`src/rtl/serial_sub_4bit.sv`:
```
// Bit-serial borrow-ripple subtractor: diff = a - b - bin, one bit per cycle, LSB first.
// Result after WIDTH busy cycles, done pulses the cycle after; start is ignored while busy.
module serial_sub_4bit #(
  parameter int WIDTH = 4,
  parameter int CNT_W = 3
) (
  input  logic             clk,
  input  logic             rst_n,
  input  logic             start,
  input  logic [WIDTH-1:0] a,
  input  logic [WIDTH-1:0] b,
  input  logic             bin,
  output logic             busy,
  output logic             done,
  output logic [WIDTH-1:0] diff,
  output logic             bout
);

  localparam logic [1:0] S_IDLE = 2'd0;
  localparam logic [1:0] S_BUSY = 2'd1;
  localparam logic [1:0] S_DONE = 2'd2;

  logic [1:0]       state;
  logic [WIDTH-1:0] a_sh;
  logic [WIDTH-1:0] b_sh;
  logic [WIDTH-1:0] res_sh;
  logic             br;
  logic [CNT_W-1:0] cnt;

  logic             a_i;
  logic             b_i;
  logic             d;
  logic             br_nx;
  logic [WIDTH-1:0] res_nx;
  logic             last;

  // Single time-shared full-subtractor cell.
  assign a_i    = a_sh[0];
  assign b_i    = b_sh[0];
  assign d      = a_i ^ b_i ^ br;
  assign br_nx  = (~a_i & b_i) | (~(a_i ^ b_i) & br);
  assign res_nx = {d, res_sh[WIDTH-1:1]};
  assign last   = (cnt == CNT_W'(WIDTH - 1));

  assign busy = (state == S_BUSY);
  assign done = (state == S_DONE);

  always_ff @(posedge clk or negedge rst_n) begin
    if (!rst_n) begin
      state  <= S_IDLE;
      a_sh   <= '0;
      b_sh   <= '0;
      res_sh <= '0;
      br     <= 1'b0;
      cnt    <= '0;
      diff   <= '0;
      bout   <= 1'b0;
    end else begin
      case (state)
        S_IDLE, S_DONE: begin
          if (start) begin
            a_sh   <= a;
            b_sh   <= b;
            br     <= bin;
            res_sh <= '0;
            cnt    <= '0;
            state  <= S_BUSY;
          end else begin
            state  <= S_IDLE;
          end
        end
        S_BUSY: begin
          a_sh   <= a_sh >> 1;
          b_sh   <= b_sh >> 1;
          res_sh <= res_nx;
          br     <= br_nx;
          cnt    <= cnt + 1'b1;
          // Outputs update only here so they are never seen half-built.
          if (last) begin
            diff  <= res_nx;
            bout  <= br_nx;
            state <= S_DONE;
          end
        end
        default: state <= S_IDLE;
      endcase
    end
  end

endmodule

```
`config.mk`:
```
export PLATFORM = sky130hd
export DESIGN_NAME = serial_sub_4bit
export DESIGN_NICKNAME = d
export VERILOG_FILES = /design/src/rtl/serial_sub_4bit.sv
export SDC_FILE = /design/constraint.sdc
export NUM_CORES = 1
export LEC_CHECK = 0
export CORE_UTILIZATION = 51
export CTS_CLUSTER_DIAMETER = 80
export DETAILED_ROUTE_END_ITERATION = 7
export HOLD_SLACK_MARGIN = 0.05
export MAX_ROUTING_LAYER = met4
export PLACE_DENSITY = 0.8
export SYNTH_ARGS = -nofsm -noshare
export SYNTH_HDL_FRONTEND = slang
export SYNTH_SLANG_ARGS = --single-unit
```
`constraint.sdc`:
```
create_clock -name clk -period 2.05 [get_ports clk]
set_input_delay 0.41 -clock clk [delete_from_list [all_inputs] [get_ports clk]]
set_output_delay 0.41 -clock clk [all_outputs]
set_load 0.03 [all_outputs]
```
==> impl_metrics.csv <==
group,metric,value,unit
critical_path,r2r-start,"b_sh[0]",
floorplanning,fp.dieW,49.4,um
sta,hold_viol_final,0,
global_route,gr-total-overflow,0,
cells_and_area,fill_cells,173,
clock_network,cts_resized,0,
cells_and_area,nNetsFinal,133,
sta,rsz0062_at_grt,"no",
critical_path,rr_worst_depth,4,
pwr,internal_power,1.26,mW
cells_and_area,seq_area,551,um^2
sta,slew_headroom,0.669,
critical_path,critPathArrivalTime,1.42,ns
yosys,syn-instance-count,98,
yosys,ys_types,22,
clock_network,cts.sinks,22,
clock_network,clk_pin_slew,0.12,ns
global_route,grt_use_total,0.184,
pwr,power-per-cell-area,1500,mW/mm^2
yosys,ys_seq_elements,22,
yosys,synth_top_cell_area_share,0.480,
detailed_routing,drtIter0Drc,7,
yosys,synth_top_area_cell,"dfrtp_1",
critical_path,reg2reg_to,"res_sh[3]",
pwr,clkPwrFrac,0.116,
yosys,syn_nets,113,
global_route,grt_pass1_wl,3360,um
floorplanning,rows,16,
clock_network,cts_setup_buffers,0,
critical_path,critical_path_class,"flip-flop to output port",
clock_network,cts_tree,"yes",
detailed_routing,routed_wl,1900,um
clock_network,cts_hold_buffers,0,
sta,skew,0.00335,ns
placement,dp_slack,0.461,ns
cells_and_area,syn_to_final_growth,19.0,%
yosys,ys_warn_count,0,
critical_path,reg2reg_setup_slack,0.57,ns
clock_network,htreeDepth,1,
sta,drv_slew,0,
yosys,synth_area,0.00115,mm^2
cells_and_area,final_area,0.00137,mm^2
yosys,yosysSeqAreaShare,0.480,
floorplanning,dieArea,0.00244,mm^2
yosys,synth.area.top_cells,"dfrtp_1 48%, mux2i_1 7.9%, mux2_4 6.5%",
critical_path,cp-end-kind,"output port",
detailed_routing,drc,0,
pwr,swShare,0.384,
sta,setup_violations,0,
pwr,pwr-share-comb,0.485,
pwr,p_leak,0.617,nW
floorplanning,pin_count,19,
global_route,antenna_found_initial,0,
worst_hold_path,min_path_type,"input pin to asynchronous set/reset pin",
critical_path,path_max_fanout,12,
pwr,seqPwrFrac,0.400,
pwr,finalPower,2.05,mW
detailed_routing,vias,784,
floorplanning,die_h,49.4,um
global_route,grt_max_degree,25,
flow_run,drv_cap,0,
placement,io_buffers,18,
sta,fin_crit_sh,0.892,
placement,place_area,0.00133,mm^2
cells_and_area,multi_input_area,520,um^2
placement,routabilityCongestion,0.726,
cells_and_area,final_cell_mix,"22 x dfrtp_1, 16 x clkdlybuf4s50_1, 9 x mux2i_1",
global_route,grt_pass1_vias,765,
detailed_routing,drtAntennaViolNets,0,
clock_network,clock_latency,0.30,ns
sta,fin_setup_tns,0,ns
detailed_routing,viasPerCell,5.44,
detailed_routing,wl_per_cell,13.2,um
cells_and_area,antenna_cells,0,
pwr,switchingPower,0.785,mW
cells_and_area,drive_gt1_frac,0.154,
run_status,outcome,"completed",
detailed_routing,first_pass_iters,4,
sta,layout_min_cycle_time,1.83,ns
cells_and_area,layout_commonest_cell,"dfrtp_1",
floorplanning,coreArea,0.00204,mm^2
critical_path,critPathRequiredTime,1.64,ns
floorplanning,initial_core_util,0.562,
sta,fin_ws,0.222,ns
pwr,vdd_ir_drop_max,0.730,mV
sta,timing.fmax,0.547,GHz
clock_network,clock_path_buffers,2,
yosys,syn_area_per_cell,11.7,um^2
sta,tightest_slew,0.497,ns
clock_network,clockRootBuffer,"clkbuf_4",
clock_network,numCtsBuffers,3,
placement,dp_hpwl,1350,um
critical_path,worstSetupStartpointType,"flip-flop",
cells by family (layout without fill, tap and decap cells):
logic type               count (synthesis)  after routing  share of synthesized area
AO/OA/AOI/OAI                           25             25                      0.137
flip-flops                              22             22                      0.480
AND/OR/NAND/NOR                         19             19                      0.104
multiplexers                            17             17                      0.173
buffers and inverters                   12             31                     0.0665
adder cells (fa/ha/maj)                  3              3                     0.0393
area by class of cell:
cell class	instances	area share
multi-input cells	64	0.381
flip-flops and latches	22	0.403
inverters	5	0.0137
well taps	27	0.0247
repair buffers	22	0.150
clock buffers	4	0.0266
power groups by stage:
stage                     Combinational [mW]  Sequential, mW  Clock [mW]
after detailed placement               0.994           0.827           0
after global routing                    1.08           0.845       0.261
final                                  0.992           0.817       0.237
after floorplan                        0.711           0.853           0
after CTS                               1.00           0.820       0.245
after global placement                 0.963           0.814           0
critical path, cell delays in order, from the launching register on:
cell,delay [ns]
dfrtp_1,0.67
nand2b_1,0.23
inv_1,0.05
buf_4,0.16
through the flow:
| stage | std cells | hold slack, ns | util |
|---|---|---|---|
| floorplan | 98 | 0.114 | - |
| global placement | 140 | 0.471 | 0.651 |
| detailed placement | 140 | 0.476 | 0.651 |
| CTS | 144 | 0.439 | 0.669 |
| global route | 144 | 0.456 | 0.669 |
| finish | 144 | 0.432 | 0.669 |
registers in the layout, indices dropped and copies added (netlist names):
| register | count |
|---|---|
| a_sh | 4 |
| b_sh | 4 |
| bout | 1 |
| br | 1 |
| cnt | 3 |
| diff | 4 |
| res_sh | 3 |
| state | 2 |
cells in the mapped netlist, drive strengths merged:
cell type / instances
fa: 1
a22o: 4
a21oi: 8
nand3b: 1
mux2i: 9
nand3: 3
dfrtp: 22
nor2: 2
a211oi: 7
nor2b: 8
inv: 5
buf: 7
nand2b: 3
mux2: 8
o21ai: 6
nand2: 2
ha: 2
per-layer routing:
layer	vias to the layer above	share of wire	wire [um]	GRT usage
li1	381	-	-	-
met1	385	0.44	843	0.216
met2	16	0.51	972	0.315
met3	2	0.039	74	0.0561
met4	0	0.0042	8	0.0286
met5	-	0	0	-
how the worst max path moves through the flow:
stage	start	end	slack [ns]	depth (start not counted)
detailed placement	start	a_sh[2]	0.46	5
CTS	state[1]	busy	0.21	3
finish	state[1]	busy	0.22	3
global route	state[1]	busy	0.12	3
global placement	start	b_sh[2]	0.50	5
floorplan	state[1]	done	0.58	3
Power figures use the tool's default switching activity.
